--- src/rtl/fetch_sequencer.sv ---
// Instruction fetch/decode sequencer: IDLE/FETCH/DECODE/EXEC/WB/HALT with registered strobes.
// Optional return-address stack for CALL/RET when CALL_STACK_EN is defined.
module fetch_sequencer (
  input  logic        clk,
  input  logic        rst,
  input  logic        start,
  input  logic        mem_ready,
  input  logic [15:0] instr,
  input  logic [5:0]  pc_cur,
  input  logic        cond_flag,
  output logic        pc_inc,
  output logic        branch,
  output logic [5:0]  pc_target,
  output logic [15:0] ir,
  output logic        alu_en,
  output logic        wb_en,
  output logic        halted,
  output logic [2:0]  state
);

  typedef enum logic [2:0] {
    S_IDLE   = 3'd0,
    S_FETCH  = 3'd1,
    S_DECODE = 3'd2,
    S_EXEC   = 3'd3,
    S_WB     = 3'd4,
    S_HALT   = 3'd5
  } state_t;

  localparam logic [3:0] OP_NOP  = 4'h0;
  localparam logic [3:0] OP_RET  = 4'hB;
  localparam logic [3:0] OP_CALL = 4'hC;
  localparam logic [3:0] OP_JMP  = 4'hD;
  localparam logic [3:0] OP_BRC  = 4'hE;
  localparam logic [3:0] OP_HLT  = 4'hF;

  state_t      state_q, state_d;
  logic [15:0] ir_d;
  logic [5:0]  pc_target_d;
  logic        pc_inc_d, branch_d, alu_en_d, wb_en_d;
  logic [3:0]  opcode;

  assign opcode = ir[15:12];

`ifdef CALL_STACK_EN
  logic [5:0] ras [4];
  logic [2:0] depth;
  logic       push, pop;
  logic [5:0] ras_top;

  // Index wraps to 3 at depth 0, but pop is never taken there.
  assign ras_top = ras[depth[1:0] - 2'd1];
`else
  logic pc_cur_unused;
  assign pc_cur_unused = ^pc_cur;
`endif

  always_comb begin
    state_d     = state_q;
    ir_d        = ir;
    pc_target_d = pc_target;
    pc_inc_d    = 1'b0;
    branch_d    = 1'b0;
    alu_en_d    = 1'b0;
    wb_en_d     = 1'b0;
`ifdef CALL_STACK_EN
    push        = 1'b0;
    pop         = 1'b0;
`endif
    case (state_q)
      S_IDLE: begin
        if (start) state_d = S_FETCH;
      end
      S_FETCH: begin
        if (mem_ready) begin
          ir_d     = instr;
          pc_inc_d = 1'b1;
          state_d  = S_DECODE;
        end
      end
      S_DECODE: begin
        state_d = S_FETCH;
        case (opcode)
          OP_NOP: ;
          OP_JMP: begin
            branch_d    = 1'b1;
            pc_target_d = ir[5:0];
          end
          OP_BRC: begin
            if (cond_flag) begin
              branch_d    = 1'b1;
              pc_target_d = ir[5:0];
            end
          end
          OP_HLT: state_d = S_HALT;
`ifdef CALL_STACK_EN
          OP_CALL: begin
            if (depth == 3'd4) begin
              state_d = S_HALT;
            end else begin
              push        = 1'b1;
              branch_d    = 1'b1;
              pc_target_d = ir[5:0];
            end
          end
          OP_RET: begin
            if (depth == 3'd0) begin
              state_d = S_HALT;
            end else begin
              pop         = 1'b1;
              branch_d    = 1'b1;
              pc_target_d = ras_top;
            end
          end
`else
          OP_CALL, OP_RET: ;
`endif
          default: begin
            alu_en_d = 1'b1;
            state_d  = S_EXEC;
          end
        endcase
      end
      S_EXEC: begin
        wb_en_d = 1'b1;
        state_d = S_WB;
      end
      S_WB:    state_d = S_FETCH;
      S_HALT:  state_d = S_HALT;
      default: state_d = S_IDLE;
    endcase
  end

  always_ff @(posedge clk or posedge rst) begin
    if (rst) begin
      state_q   <= S_IDLE;
      ir        <= '0;
      pc_target <= '0;
      pc_inc    <= 1'b0;
      branch    <= 1'b0;
      alu_en    <= 1'b0;
      wb_en     <= 1'b0;
    end else begin
      state_q   <= state_d;
      ir        <= ir_d;
      pc_target <= pc_target_d;
      pc_inc    <= pc_inc_d;
      branch    <= branch_d;
      alu_en    <= alu_en_d;
      wb_en     <= wb_en_d;
    end
  end

`ifdef CALL_STACK_EN
  always_ff @(posedge clk or posedge rst) begin
    if (rst) begin
      depth <= '0;
      for (int unsigned i = 0; i < 4; i++) ras[i] <= '0;
    end else if (push) begin
      ras[depth[1:0]] <= pc_cur;
      depth           <= depth + 3'd1;
    end else if (pop) begin
      depth <= depth - 3'd1;
    end
  end
`endif

  assign halted = (state_q == S_HALT);
  assign state  = state_q;

endmodule

--- config.mk ---
export PLATFORM = sky130hd
export DESIGN_NAME = fetch_sequencer
export DESIGN_NICKNAME = d
export VERILOG_FILES = /design/src/rtl/fetch_sequencer.sv
export SDC_FILE = /design/constraint.sdc
export NUM_CORES = 1
export LEC_CHECK = 0
export CORE_ASPECT_RATIO = 0.7
export CORE_MARGIN = 2
export CORE_UTILIZATION = 41
export CTS_BUF_LIST = sky130_fd_sc_hd__clkbuf_8
export DETAILED_ROUTE_END_ITERATION = 16
export MAX_ROUTING_LAYER = met4
export PLACE_DENSITY = 0.82
export SLEW_MARGIN = 10
export SYNTH_ARGS = -nofsm -noshare
export SYNTH_HDL_FRONTEND = slang
export SYNTH_SLANG_ARGS = --single-unit
--- constraint.sdc ---
create_clock -name clk -period 1.8 [get_ports clk]
set_input_delay 0.36 -clock clk [delete_from_list [all_inputs] [get_ports clk]]
set_output_delay 0.36 -clock clk [all_outputs]
set_load 0.01 [all_outputs]
==> impl_metrics.toml, run 1 <==
[sta]
tightest_slew_ns = 0.478
final.setup.tns_ns = 0
fin_worst_hold_slack_ns = 0.470
max_clock_freq_mhz = 598
fin_crit_sh_pct = 92.8
report.final.setup_viol = 0
final_max_slew_viol_count = 0
worst_slack_ns = 0.129
slew-limit-headroom_pct = 68.1
timing.final.crit_period_ns = 1.67
clock-skew-final_ns = 0.00144
finalHoldViolCount = 0
grt_setup_unrepaired = "no"

[routing]
routedWlPerCell_um = 14.2
drtIter0Drc = 32
drt_first_pass_iters = 4
postRouteAntennaNets = 0
drt-total-wl_mm = 2.37
via_count = 815
vias_per_cell = 4.88
drc = 0

[cells_and_area]
design_area_final_sq_um = 1780
area.growth.synth_to_final_pct = 57.3
layout.nets = 159
antenna_cells = 0
proportion_of_layout_cells_with_a_drive_suffix_above_1_pct = 27.1
fillers = 181
post_layout_nonfiller_instances = 167

[critical_path]
timing.critical_path.fanout_max = 6
worst-r2r-setup-slack_ns = 0.13
cp-start-kind = "register"
regToRegStartpoint = "state[1]$_DFFE_PP0P_"
end_kind = "output pin"
worst-r2r-cell-count = 3
crit_arrival_ns = 1.31
path_delay_family = "buffers and inverters"
cp_cell_sequence = "clkdlybuf4s50_1"
critPathKind = "reg -> out"
cpPeakStageDelay_ns = 0.58
slowest_stage = "sky130_fd_sc_hd__clkdlybuf4s50_1"
critical_path.n_buffers_inverters = 1
worst_ep_required_time_ns = 1.44
crit_start = "ir[13]$_DFFE_PP0P_"
r2r-end = "ir[0]$_DFFE_PP0P_"

[place]
portBuffers = 50
post-place-cells = 158
global_placement_routability_congestion = 0.718
detailedPlacementHpwl_mm = 1.77
place_ws_ns = -0.134
post_dp_cell_area_sq_um = 1700

[global_route]
grt_pass1_wl_mm = 3.82
grt_pass1_vias = 862
grt-ovfl-total = 0
antenna_found_initial = 0
grt_usage_pct = 17.8
grt_max_degree = 30

[clocking]
worst_skew_pair.late_latency_ns = 0.27
max-clock-path-buffers = 2
clk_pin_slew_worst_paths_ns = 0.06
cts_hold_repair.buffers = 0
cts-htree-levels = 2
tritoncts = "done"
cts_sinks = 29
clock_tree.root_cell = "sky130_fd_sc_hd__clkbuf_8"
cts_inserted_buffers = 5

[synthesis]
synthXorXnorAreaFrac_pct = 0
mappedNetlistNets = 99
share_of_the_synthesized_area_in_compound_gates_ao_oa_aoi_oai_pct = 6.30
syn-mean-instance-area_sq_um = 15.7
synth.yosys.seq_area_share_pct = 64.1
post_synth_mux_area_share_pct = 21.9
synthSimpleGateAreaFrac_pct = 6.52
post_synth_fa_ha_maj_area_fraction_pct = 0
yosysWarnings = 0
yosysUniqueCellTypes = 19
largest_family_of_logic_cells_by_synthesized_area = "multiplexers"
synth.ff_latch_count = 29
synthesis.instances = 72
synthesis.area_sq_um = 1130

[floorplan]
design.die.area_sq_um = 3200
design.core.area_sq_um = 2530
die_width_um = 66.8
rows = 15
floorplan.initialDensity_pct = 44.7
die_h_um = 48.0
number_of_primary_i_o_pins = 57

[power]
ir_drop_uv = 854
power.static_leakage_uw = 0.000778
power_density_nw_per_um2 = 1630

[flow_run]
maxCapViolCount = 0

[run_status]
status = "finished clean"

[min_path]
hold_path.class = "in -> async"
worst max-delay path by stage:
stage                     slack, ns                        to  depth (start not counted)
after floorplan                0.07  pc_target[0]$_DFFE_PP0P_                          3
after global placement        -0.12  pc_target[0]$_DFFE_PP0P_                          5
after detailed placement      -0.13  pc_target[0]$_DFFE_PP0P_                          5
after CTS                      0.10         ir[0]$_DFFE_PP0P_                          3
after global routing           0.04         ir[0]$_DFFE_PP0P_                          3
final                          0.13                    ir[13]                          1
cells in the final DEF, fill, tap and decap left out, drive strengths merged:
cell type      synthesis  routed
and3b                  2       2
nand2b                 1       1
a2111oi                1       1
a21oi                  1       1
clkdlybuf4s50          0      49
dlygate4sd2            0       1
o21a                   1       1
a221oi                 1       1
a21o                   1       1
and4bb                 1       1
clkbuf                 0       5
nor2                   3       3
dfrtp                 29      29
nor3                   1       1
a311o                  1       1
mux2                  22      22
buf                    2       5
or3b                   1       1
inv                    1       4
o21ai                  1       1
nand2                  1       1
or2                    1       1
cell usage after synthesis (all sizes together):
cell type / count / area [sq um]
a2111oi: 1 / 27.5
a21o: 1 / 7.51
a21oi: 1 / 5.00
a221oi: 1 / 8.76
a311o: 1 / 10.0
and3b: 2 / 17.5
and4bb: 1 / 12.5
buf: 2 / 10.0
dfrtp: 29 / 726
inv: 1 / 3.75
mux2: 22 / 248
nand2: 1 / 3.75
nand2b: 1 / 6.26
nor2: 3 / 11.3
nor3: 1 / 5.00
o21a: 1 / 7.51
o21ai: 1 / 5.00
or2: 1 / 6.26
or3b: 1 / 11.3
repair_timing:
| action | 4_1_cts | 5_1_grt |
|---|---|---|
| gates resized for setup | 1 | 0 |
| buffers inserted | 1 | 0 |
| setup endpoints to repair | 1 | 0 |
report_power, final:
group	internal, uW	total, uW	leakage [uW]	switching (uW)
Sequential	930	1130	0.000360	197
Combinational	831	1310	0.000366	482
Clock	256	466	0.0000519	210
Total	2020	2910	0.000778	888
stage by stage:
step           util (%)  total power [uW]
4_1_cts            70.3              2950
5_1_grt            70.3              3100
2_1_floorplan         -              1720
6_report           70.3              2910
3_3_place_gp       66.9              2410
3_5_place_dp       66.9              2460
layer usage:
metal / vias to the layer above / track usage, % / wire (um)
met5: - / - / 0
met4: 0 / 6.12 / 12
met3: 2 / 9.18 / 186
met2: 34 / 30.2 / 1160
met1: 401 / 18.4 / 1010
li1: 378 / - / -
flip-flops by register name, summed over array words and instances, names as in the netlist:
| signal | count |
|---|---|
| ir | 16 |
| pc_target | 6 |
| state | 3 |
| alu_en | 1 |
| branch | 1 |
| pc_inc | 1 |
| wb_en | 1 |
cell families after synthesis:
family	Yosys count
AND/OR/NAND/NOR	11
AO/OA/AOI/OAI	7
flip-flops	29
buffers and inverters	3
multiplexers	22
area by class of cell:
class                      count  area [sq um]  share of cell area (%)
sequential                    29           726                    40.7
timing repair buffer          55           537                    30.1
multi-input combinational     40           393                    22.1
clock buffer                   5          68.8                    3.86
inverter                       1          3.75                   0.211
tap                           34          42.5                    2.39
clock inverter                 3          11.3                   0.632
Note: power is estimated with default switching activity, not from simulation.
==> run 2: changes to the inputs <==
CTS_BUF_LIST = sky130_fd_sc_hd__clkbuf_4   (was sky130_fd_sc_hd__clkbuf_8)
HOLD_SLACK_MARGIN = 0.12   (was unset)
==> impl_metrics.toml, run 2 (synthesis results as in run 1) <==
[run_status]
status = "finished clean"

[routing]
drt_first_pass_iters = 4
drc = 0
vias_per_cell = 4.87
drtIter0Drc = 33
postRouteAntennaNets = 0
routedWlPerCell_um = 14.4
drt-total-wl_mm = 2.41
via_count = 814

[sta]
clock-skew-final_ns = 0.00353
report.final.setup_viol = 0
slew-limit-headroom_pct = 68.2
grt_setup_unrepaired = "no"
tightest_slew_ns = 0.477
finalHoldViolCount = 0
fin_worst_hold_slack_ns = 0.418
max_clock_freq_mhz = 578
final.setup.tns_ns = 0
timing.final.crit_period_ns = 1.73
final_max_slew_viol_count = 0
fin_crit_sh_pct = 96.1

[clocking]
clk_pin_slew_worst_paths_ns = 0.08
clock_tree.root_cell = "sky130_fd_sc_hd__clkbuf_4"
tritoncts = "done"
worst_skew_pair.late_latency_ns = 0.31
cts_sinks = 29
cts-htree-levels = 2
cts_inserted_buffers = 5
max-clock-path-buffers = 2

[power]
power_density_nw_per_um2 = 1610
power.static_leakage_uw = 0.000762
ir_drop_uv = 859

[cells_and_area]
area.growth.synth_to_final_pct = 56.0
top_library_cells_by_usage_in_the_layout_fill_and_taps_aside = "sky130_fd_sc_hd__clkdlybuf4s50_1 (49), sky130_fd_sc_hd__dfrtp_1 (28), sky130_fd_sc_hd__mux2_2 (22)"
largest_register_ff_count = 16
design_area_final_sq_um = 1770
antenna_cells = 0
largest-register = "ir"
combined_area_of_the_multi_input_logic_cells_sq_um = 393
finalCoreUtilization_pct = 69.7
layout.cells.most_common = "sky130_fd_sc_hd__clkdlybuf4s50_1"
layout.nets = 159
seqCellArea_sq_um = 727
proportion_of_layout_cells_with_a_drive_suffix_above_1_pct = 30.1
fillers = 186
post_layout_nonfiller_instances = 167

[place]
post_dp_cell_area_sq_um = 1700
detailedPlacementHpwl_mm = 1.77
portBuffers = 50
post-place-cells = 158
global_placement_routability_congestion = 0.718

[global_route]
grt_pass1_vias = 856
grt-ovfl-total = 0
grt_max_degree = 30
grt_usage_pct = 17.9
antenna_found_initial = 0
grt_pass1_wl_mm = 3.78

[critical_path]
worst_ep_required_time_ns = 1.44
regToRegStartpoint = "state[1]$_DFFE_PP0P_"
cpPeakStageDelay_ns = 0.54
end_kind = "output pin"
timing.critical_path.fanout_max = 7
worst-r2r-cell-count = 5
path_delay_family = "buffers and inverters"
r2r-end = "pc_target[0]$_DFFE_PP0P_"
worst-r2r-setup-slack_ns = 0.07
slowest_stage = "sky130_fd_sc_hd__clkdlybuf4s50_1"
crit_arrival_ns = 1.37
cp_cell_sequence = "buf_4, clkdlybuf4s50_1"
critPathKind = "reg -> out"
cp-start-kind = "register"
critical_path.n_buffers_inverters = 2

[floorplan]
die_h_um = 48.0
number_of_primary_i_o_pins = 57
rows = 15
die_width_um = 66.8
design.die.area_sq_um = 3200
design.core.area_sq_um = 2530
floorplan.initialDensity_pct = 44.7

[flow_run]
maxCapViolCount = 0

[min_path]
hold_path.class = "in -> async"
## run 2: changes by cell type in the layout (fill, tap and decap cells not counted), sizes merged
cell	change
clkbuf	+3
inv	-3
## run 2: timing repair
item                                    in CTS  in global routing
gates resized for setup                      1                  2
endpoints found under the setup margin       1                  4
hold buffers                                 0                  0
endpoints found under the hold margin        0                  0
buffers inserted                             1                  0
## run 2: per-layer routing
metal | wire (um) | GRT usage [%] | part of all wire, % | vias up
li1 | - | - | - | 377
met1 | 1030 | 18.6 | 43 | 405
met5 | 0 | - | 0 | -
met3 | 185 | 9.88 | 7.7 | 2
met4 | 12 | 6.12 | 0.50 | 0
met2 | 1180 | 29.6 | 49 | 30
## run 2: final cells by class
class	instances	area share (%)
clock buffer	8	3.40
sequential	29	41.1
timing repair buffer	55	30.6
inverter	1	0.212
tap	34	2.41
multi-input combinational	40	22.2
## run 2: tightest hold or removal path: cells and delay by family
kind     cells  cell delay [ns]
buf+inv      3             0.78
## run 2: worst max-delay path by stage
stage / cells after the start / slack, ns / start / to
after floorplan: 3 / 0.07 / state[2]$_DFFE_PP0P_ / pc_target[0]$_DFFE_PP0P_
final: 2 / 0.07 / state[0]$_DFFE_PP0P_ / state[0]
after global placement: 5 / -0.12 / cond_flag / pc_target[0]$_DFFE_PP0P_
after detailed placement: 5 / -0.13 / cond_flag / pc_target[0]$_DFFE_PP0P_
after global routing: 5 / 0.01 / state[1]$_DFFE_PP0P_ / pc_target[0]$_DFFE_PP0P_
after CTS: 1 / 0.05 / ir[13]$_DFFE_PP0P_ / ir[13]
## run 2: through the flow
| stage | power (uW) | setup WS, ns |
|---|---|---|
| after floorplan | 1720 | 0.0735 |
| after global placement | 2410 | -0.123 |
| after detailed placement | 2460 | -0.134 |
| after CTS | 2880 | 0.0474 |
| after global routing | 3040 | 0.0107 |
| final | 2840 | 0.0695 |
## run 2: power by group
group          total, uW  switching, uW  internal [uW]
registers           1130            195            930
clock network        401            200            201
logic               1320            485            832
total               2840            880           1960
==> RTL change, RTL diff (flow settings as in run 2) <==
Build with the macro `CALL_STACK_EN` defined.
--- a/src/rtl/fetch_sequencer.sv
+++ b/src/rtl/fetch_sequencer.sv
@@ -2,2 +2,4 @@
 // Optional return-address stack for CALL/RET when CALL_STACK_EN is defined.
+`define CALL_STACK_EN
+
 module fetch_sequencer (
Function: changed (a bounded check fails within 4 cycles, from zero or initial values and one cycle with rst high).
==> RTL change against run 2 <==
  * The run now ends with negative setup slack left
  * Sequential share of layout area is 2.8 points lower
  * Wire length is 130% higher
  * Area after synthesis is 130% higher
  * Count of clock-buffer cells in the layout is 3 lower
  * Via count is 120% higher
  * Worst setup slack worse by 0.22 ns
  * Non-clock buffer count is 31 higher
  * Final area is 110% higher
  * Sequential cell count is 27 higher
  * Total power is 100% higher
==> RTL change: results (changes against run 2) <==
========================================================================================
Largest fanout on the critical path                                                    6   -1
Met3 wire length                                                                  338 um   +83%
Most area-consuming cells after synthesis                                   dfrtp_1, mux2_2, mux4_2
First-pass GRT wire length                                                       8940 um   +140%
Pre-CTS worst setup slack                                                      -0.141 ns   -0.00745 ns
Slew at the pin closest to its max-slew limit                                   0.330 ns   -0.148 ns
List of most frequent post-synthesis cells                                  dfrtp_1, mux2_2, mux4_2
Largest net degree at the start of global routing                                     44   +47%
Proportion of synthesized area in mux cells                                        28.0%   +6.2 points
Psw                                                                              1.84 mW   +110%
Placed Area                                                                    3510 um^2   +110%
Outcome                                                                     finished with violations
Total half-perimeter wirelength after legalization and detailed placement        4160 um   +140%
Count of fill cells added during filler insertion                                    472   +150%
Leak Pwr                                                                         1.62 nW   +110%
Setup total negative slack                                                     -0.858 ns   -0.858 ns
Endpoint arrival time on the critical path                                       2.23 ns   +0.86 ns
Final worst clock skew                                                        0.00858 ns   +0.00505 ns
Via count of the first global-routing pass                                         1,700   +99%
Global Route met3 Usage                                                            4.35%   -5.5 points
Failing checks                                                              negative setup slack
Via density per instance                                                            5.17   +6.0%
Hold Worst Slack                                                                0.242 ns   -0.177 ns
Compound-cell area share of the yosys netlist                                      4.12%   -2.2 points
Final-report setup violation count                                                     8   +8
Fraction of final layout cells sized beyond drive strength 1                       45.2%   +15 points
Average footprint of a synthesized cell                                        14.6 um^2   -7.2%
Worst Setup Slack, final                                                       -0.152 ns   -0.222 ns
DRT met1 WL                                                                      2750 um   +170%
========================================================================================
[RTL change: power groups by stage]
stage,registers [mW],clock network (mW),logic [mW]
floorplan,2.11,0,1.59
global placement,2.02,0,2.83
detailed placement,2.03,0,2.90
CTS,2.01,0.690,2.93
global route,2.07,0.741,3.19
finish,2.02,0.676,2.98
[RTL change: area by class of cell]
| cell class | count | area, um^2 | area share, % |
|---|---|---|---|
| Clock buffer | 5 | 37.5 | 1.03 |
| Multi-Input combinational cell | 108 | 1240 | 33.8 |
| Timing Repair Buffer | 86 | 813 | 22.3 |
| Inverter | 5 | 23.8 | 0.651 |
| Clock inverter | 3 | 42.5 | 1.16 |
| Sequential cell | 56 | 1400 | 38.4 |
| Tap cell | 78 | 97.6 | 2.67 |
[RTL change: repair_timing]
| action | CTS | global route |
|---|---|---|
| setup endpoints to repair | 15 | 10 |
| pin swaps | 1 | 2 |
| setup buffers | 3 | 2 |
| cloned | 0 | 0 |
| resized for setup | 8 | 10 |
